<file path="src/rtl/sump_cmd_sender_pkg.sv">
// Shared types and opcode constants for the SUMP host-side command sender.
// Holds the 40-bit command layout and the byte-count rule for short/long commands.
package sump_cmd_sender_pkg;

    localparam logic [7:0] OP_RESET = 8'h00;
    localparam logic [7:0] OP_RUN   = 8'h01;
    localparam logic [7:0] OP_ID    = 8'h02;
    localparam logic [7:0] OP_XON   = 8'h11;
    localparam logic [7:0] OP_XOFF  = 8'h13;
    localparam logic [7:0] OP_FLAGS = 8'h82;
    localparam int LONG_CMD_BIT     = 7;

    typedef struct packed {
        logic [7:0] byte3;
        logic [7:0] byte2;
        logic [7:0] byte1;
        logic [7:0] byte0;
        logic [7:0] opcode;
    } sump_cmd_t;

    function automatic logic [2:0] cmd_nbytes(input logic [7:0] op);
        return op[LONG_CMD_BIT] ? 3'd5 : 3'd1;
    endfunction

endpackage

</file>
<file path="src/rtl/sump_cmd_sender_if.sv">
// Command/serial bundle between a command source and the SUMP sender.
// master: drives cmd/send/hold, sees tx/busy/byte_done; slave: the sender.
interface sump_cmd_sender_if;

    logic [39:0] cmd;
    logic        send;
    logic        hold;
    logic        tx;
    logic        busy;
    logic        byte_done;

    modport master (
        output cmd, send, hold,
        input  tx, busy, byte_done
    );

    modport slave (
        input  cmd, send, hold,
        output tx, busy, byte_done
    );

endinterface

</file>
<file path="src/rtl/sump_cmd_sender.sv">
// Serializes a SUMP command (opcode then byte0..byte3) onto an 8N1 line.
// Ports: clock, reset (sync, active-high), bus (slave: cmd/send/hold in, tx/busy/byte_done out).
module sump_cmd_sender #(
    parameter int FREQ = 100000000,
    parameter int RATE = 115200
) (
    input logic              clock,
    input logic              reset,
    sump_cmd_sender_if.slave bus
);

    import sump_cmd_sender_pkg::*;

    localparam int          BITTIME = FREQ / RATE;
    localparam logic [15:0] TLOAD   = 16'(BITTIME - 1);

    localparam logic [2:0] S_IDLE  = 3'd0;
    localparam logic [2:0] S_START = 3'd1;
    localparam logic [2:0] S_DATA  = 3'd2;
    localparam logic [2:0] S_STOP  = 3'd3;
    localparam logic [2:0] S_WAIT  = 3'd4;

    logic [2:0]  state;
    logic [2:0]  state_n;
    logic [15:0] timer;
    logic [2:0]  bitidx;
    logic [2:0]  nleft;
    logic [39:0] shreg;
    logic [7:0]  cur;
    logic        tick;
    logic        last;
    logic        tx;
    logic        busy;
    logic        byte_done;

    assign tick = (timer == 16'd0);
    assign last = (nleft == 3'd1);
    assign cur  = shreg[7:0];

    always_ff @(posedge clock) begin
        if (reset) state <= S_IDLE;
        else       state <= state_n;
    end

    always_comb begin
        state_n = state;
        unique case (state)
            S_IDLE:  if (bus.send) state_n = S_START;
            S_START: if (tick) state_n = S_DATA;
            S_DATA:  if (tick && bitidx == 3'd7) state_n = S_STOP;
            S_STOP: begin
                if (tick) begin
                    if (last)          state_n = S_IDLE;
                    else if (bus.hold) state_n = S_WAIT;
                    else               state_n = S_START;
                end
            end
            S_WAIT:  if (!bus.hold) state_n = S_START;
            default: state_n = S_IDLE;
        endcase
    end

    // Datapath: bit timer, bit index, shift register, remaining-byte count.
    // The timer is reloaded whenever a new bit period begins.
    always_ff @(posedge clock) begin
        if (reset) begin
            timer  <= 16'd0;
            bitidx <= 3'd0;
            nleft  <= 3'd0;
            shreg  <= 40'd0;
        end else begin
            unique case (state)
                S_IDLE: begin
                    if (bus.send) begin
                        shreg <= bus.cmd;
                        nleft <= cmd_nbytes(bus.cmd[7:0]);
                        timer <= TLOAD;
                    end
                end
                S_START: begin
                    timer <= tick ? TLOAD : timer - 16'd1;
                end
                S_DATA: begin
                    if (tick) begin
                        timer  <= TLOAD;
                        bitidx <= bitidx + 3'd1;
                    end else begin
                        timer <= timer - 16'd1;
                    end
                end
                S_STOP: begin
                    if (tick) begin
                        shreg <= shreg >> 8;
                        nleft <= nleft - 3'd1;
                        timer <= (state_n == S_START) ? TLOAD : 16'd0;
                    end else begin
                        timer <= timer - 16'd1;
                    end
                end
                S_WAIT: begin
                    if (!bus.hold) timer <= TLOAD;
                end
                default: begin
                    timer  <= 16'd0;
                    bitidx <= 3'd0;
                end
            endcase
        end
    end

    always_comb begin
        tx        = 1'b1;
        busy      = (state != S_IDLE);
        byte_done = (state == S_STOP) && tick;
        unique case (state)
            S_START: tx = 1'b0;
            S_DATA:  tx = cur[bitidx];
            default: tx = 1'b1;
        endcase
    end

    assign bus.tx        = tx;
    assign bus.busy      = busy;
    assign bus.byte_done = byte_done;

endmodule

</file>
<file path="src/flat_wrapper.sv">
// flat-port wrapper written by rule: the top's interface ports become plain ports
module sump_cmd_sender_flat import sump_cmd_sender_pkg::*;
#(
    parameter int FREQ = 100000000,
    parameter int RATE = 115200
)
  (clock, reset, bus_cmd, bus_send, bus_hold, bus_tx, bus_busy, bus_byte_done);
  sump_cmd_sender_if bus_i ();
  input logic clock;
  input logic reset;
  input wire logic [$bits(bus_i.cmd)-1:0] bus_cmd;
  input wire logic [$bits(bus_i.send)-1:0] bus_send;
  input wire logic [$bits(bus_i.hold)-1:0] bus_hold;
  output wire logic [$bits(bus_i.tx)-1:0] bus_tx;
  output wire logic [$bits(bus_i.busy)-1:0] bus_busy;
  output wire logic [$bits(bus_i.byte_done)-1:0] bus_byte_done;
  assign bus_i.cmd = bus_cmd;
  assign bus_i.send = bus_send;
  assign bus_i.hold = bus_hold;
  assign bus_tx = bus_i.tx;
  assign bus_busy = bus_i.busy;
  assign bus_byte_done = bus_i.byte_done;
  sump_cmd_sender #(.FREQ(FREQ), .RATE(RATE)) u_core (.clock(clock), .reset(reset), .bus(bus_i));
endmodule
</file>
<file path="config.mk">
export PLATFORM = sky130hd
export DESIGN_NAME = sump_cmd_sender_flat
export DESIGN_NICKNAME = d
export VERILOG_FILES = /design/src/rtl/sump_cmd_sender_pkg.sv /design/src/rtl/sump_cmd_sender_if.sv /design/src/rtl/sump_cmd_sender.sv /design/src/flat_wrapper.sv
export SDC_FILE = /design/constraint.sdc
export NUM_CORES = 1
export LEC_CHECK = 0
export ABC_CLOCK_PERIOD_IN_PS = 2300
export CAP_MARGIN = 20
export CELL_PAD_IN_SITES_DETAIL_PLACEMENT = 1
export CELL_PAD_IN_SITES_GLOBAL_PLACEMENT = 1
export CORE_UTILIZATION = 30
export DETAILED_ROUTE_END_ITERATION = 8
export PLACE_DENSITY = 0.7
export SLEW_MARGIN = 0
export SYNTH_ARGS = -nofsm -noshare
export SYNTH_HDL_FRONTEND = slang
export SYNTH_SLANG_ARGS = --single-unit
export TNS_END_PERCENT = 30
</file>
<file path="constraint.sdc">
create_clock -name clock -period 2.3 [get_ports clock]
set_input_delay 0.23 -clock clock [delete_from_list [all_inputs] [get_ports clock]]
set_output_delay 0.23 -clock clock [all_outputs]
set_load 0.02 [all_outputs]
</file>
==> results.yml <==
finish:
  multiInputGateArea_mm2: 0.00185
  antennaDiodeCount: 0
  final_nets: 476
  final_core_util: 0.401
  drive_gt1_frac: 0.135
  area_growth_pct: 28.4
  fillers: 1250
  seqCellArea_mm2: 0.00130
logic_synthesis:
  synth_area_mm2: 0.00327
  ys_types: 49
  yosys_warnings: 0
  synth_enable_flop_cells: 0
  synthCells: 372
  avgSynthCellArea_um2: 8.79
  synth_nets: 422
  synth-async-reset-ratio: 0
  seq_area_frac_synth: 0.398
  ys_ff_latch: 65
  synth_ff_type: "dfxtp_1"
floorplan:
  die_h_um: 106
  initial_core_util: 0.312
  fp.dieArea_mm2: 0.0113
  num_io_pins: 47
  std_cell_rows: 37
  core_mm2: 0.0105
  fp.dieW_um: 106
clock_tree:
  clock_path_buffers: 2
  htree_levels: 3
  clock_sinks: 65
  clock_latency_ns: 0.35
  clkTransAtPathRegs_ns: 0.08
  root_buffer: "clkbuf_8"
  numCtsBuffers: 9
  cts_tree: "built"
pwr:
  sw_frac_of_total: 0.389
  peakVddDrop_mv: 0.398
  clockPowerShare: 0.225
  switching_power_w: 0.00175
  p_int_w: 0.00274
  power_density_mw_per_mm2: 1070
  power.leakage_nw: 1.78
  combPwrFrac: 0.429
  p_seq_frac: 0.346
detailed_routing:
  num_vias: 2920
  drt-pass1-iter-count: 4
  ant_nets: 0
  wl_mm: 9.16
  avgViaCountPerCell: 5.15
  wl_per_cell_um: 16.2
  drt-initial-drc-count: 132
  drc: 0
setup_path:
  critical_path.max_stage_delay_ns: 0.59
  path_max_fanout: 5
  cp-start-kind: "register"
  required_ns: 2.07
  endpoint_kind: "output port"
  reg2reg_depth: 6
  worstSetupPathType: "register to output port"
  cp_cell_sequence: "or4_4 -> nor3b_2 -> and3_4 -> clkdlybuf4s15_2"
  cp_slowest_cell: "or4_4"
  arrival_ns: 2.00
status:
  status: "finished clean"
placed_design:
  dp_hpwl_mm: 6.47
  io_buffers: 46
  gp_congestion: 0.785
global_route:
  grtUsageTotal: 0.170
  gr-total-overflow: 0
  grt_max_degree: 65
  grt_pass1_vias: 2986
  antenna_found_initial: 0
  grt_pass1_wl_mm: 15.0
timing:
  post-route-min-period_ns: 2.23
  fin_setup_tns_ns: 0
  hold_viol: 0
  rsz0062_at_grt: "no"
  drv_slew: 0
  fmax_mhz: 448
  setup_viol_count_final: 0
  relSlewSlack: 0.632
  period_share: 0.970
  max_slew.worst_pin.slew_ns: 0.552
  skew_ns: 0.0124
hold_path:
  min-delay-path-class: "input pin to register"
  hold_depth: 2
flow_run:
  drv_cap: 0
==> cell usage after synthesis (2+ instances only) <==
cell type / number / area (um^2)
a21o_1: 2 / 15.0
o21bai_1: 3 / 22.5
a21oi_1: 24 / 120
mux4_2: 2 / 45.0
buf_2: 6 / 30.0
nand2_1: 18 / 67.6
inv_1: 8 / 30.0
nand3_1: 20 / 100
a22o_1: 2 / 17.5
nand3b_1: 2 / 15.0
nor4_1: 3 / 18.8
nand2b_1: 2 / 12.5
ha_1: 6 / 75.1
nor2b_1: 7 / 43.8
xor2_1: 4 / 35.0
o22ai_1: 5 / 31.3
and2_1: 2 / 12.5
a211oi_1: 32 / 240
buf_4: 3 / 22.5
mux2i_1: 33 / 330
nor3b_1: 5 / 37.5
or3_1: 2 / 12.5
xnor2_1: 5 / 43.8
a31oi_1: 5 / 31.3
and3_1: 3 / 18.8
nor2_1: 55 / 206
o21ai_0: 5 / 25.0
nor3_1: 6 / 30.0
or4_1: 4 / 30.0
clkbuf_1: 15 / 56.3
dfxtp_1: 65 / 1300
==> state kept, by name, summed over array words and instances (netlist names) <==
name           cells
u_core.bitidx      3
u_core.nleft       3
u_core.shreg      40
u_core.state       3
u_core.timer      16
==> final timing paths <==
check | slack, ns | startpoint | to
min reg2reg | 0.47 | u_core.nleft[1] | u_core.nleft[1]
max reg2reg | 0.15 | u_core.timer[8] | u_core.timer[13]
max | 0.07 | u_core.timer[11] | bus_byte_done
min | 0.24 | reset | u_core.timer[10]
==> metrics by stage <==
| step | power [W] | instances | hold slack (ns) | setup slack [ns] | instance area (um^2) |
|---|---|---|---|---|---|
| 2_1_floorplan | 0.00277 | 372 | 0.351 | 0.293 | 3270 |
| 3_3_place_gp | 0.00335 | 550 | 0.453 | 0.0775 | 3960 |
| 3_5_place_dp | 0.00343 | 550 | 0.461 | 0.0216 | 3960 |
| 4_1_cts | 0.00447 | 566 | 0.228 | 0.00218 | 4170 |
| 5_1_grt | 0.00480 | 567 | 0.251 | 0.0158 | 4200 |
| 6_report | 0.00449 | 567 | 0.244 | 0.0690 | 4200 |
==> repair_timing <==
item | in CTS | in global routing
buffers inserted | 0 | 1
hold buffers | 0 | 0
endpoints found under the setup margin | 2 | 31
pin swaps | 0 | 2
resized for setup | 7 | 3
cloned | 0 | 0
endpoints found under the hold margin | 0 | 0
==> layout make-up <==
type	instances	share of cell area
clock buffers	9	0.0295
clock inverters	7	0.0185
inverters	8	0.00716
multi-input cells	274	0.440
flip-flops and latches	65	0.310
well taps	136	0.0406
repair buffers	68	0.154
==> worst max-delay path, delay by kind of cell (launching register included) <==
family	cells	cell delay, ns
buffers and inverters	1	0.26
and+or+nand+nor	3	1.02
DFF	1	0.36
==> cells in the final DEF (no fill, tap or decap), types with 5 or more instances in the layout <==
cell	synthesis	layout
buf_4	3	20
o21ai_0	5	5
ha_1	6	6
o22ai_1	5	5
dfxtp_1	65	64
nand2_1	18	18
nor2_1	55	55
clkdlybuf4s50_1	0	43
inv_1	8	8
nor2b_1	7	7
clkbuf_8	0	9
nand3_1	20	19
a211oi_1	32	32
mux2i_1	33	33
xnor2_1	5	5
a21oi_1	24	24
nor3_1	6	6
a31oi_1	5	5
==> metal layers <==
| metal | part of all wire | track usage |
|---|---|---|
| met1 | 0.50 | 0.226 |
| met2 | 0.46 | 0.267 |
| met3 | 0.030 | 0.0380 |
| met4 | 0.013 | 0.0615 |
| met5 | 0 | 0 |
==> power groups by stage <==
stage	clock, W	sequential (W)	combinational (W)
6_report	0.00101	0.00155	0.00193
5_1_grt	0.00110	0.00158	0.00212
3_3_place_gp	0	0.00156	0.00180
4_1_cts	0.00104	0.00155	0.00188
3_5_place_dp	0	0.00157	0.00186
2_1_floorplan	0	0.00151	0.00126
==> cells by family (layout without fill, tap and decap cells) <==
logic type,after synthesis,count (layout),share of synthesized area
DFF,65,65,0.398
xor gates and xnor gates,9,9,0.0241
and+or+nand+nor,136,136,0.208
buffers and inverters,33,92,0.0459
muxes,35,35,0.115
AOI/OAI and AO/OA,88,88,0.186
adders and majority gates,6,6,0.0230
No activity file was read; power rests on OpenSTA's default activity.
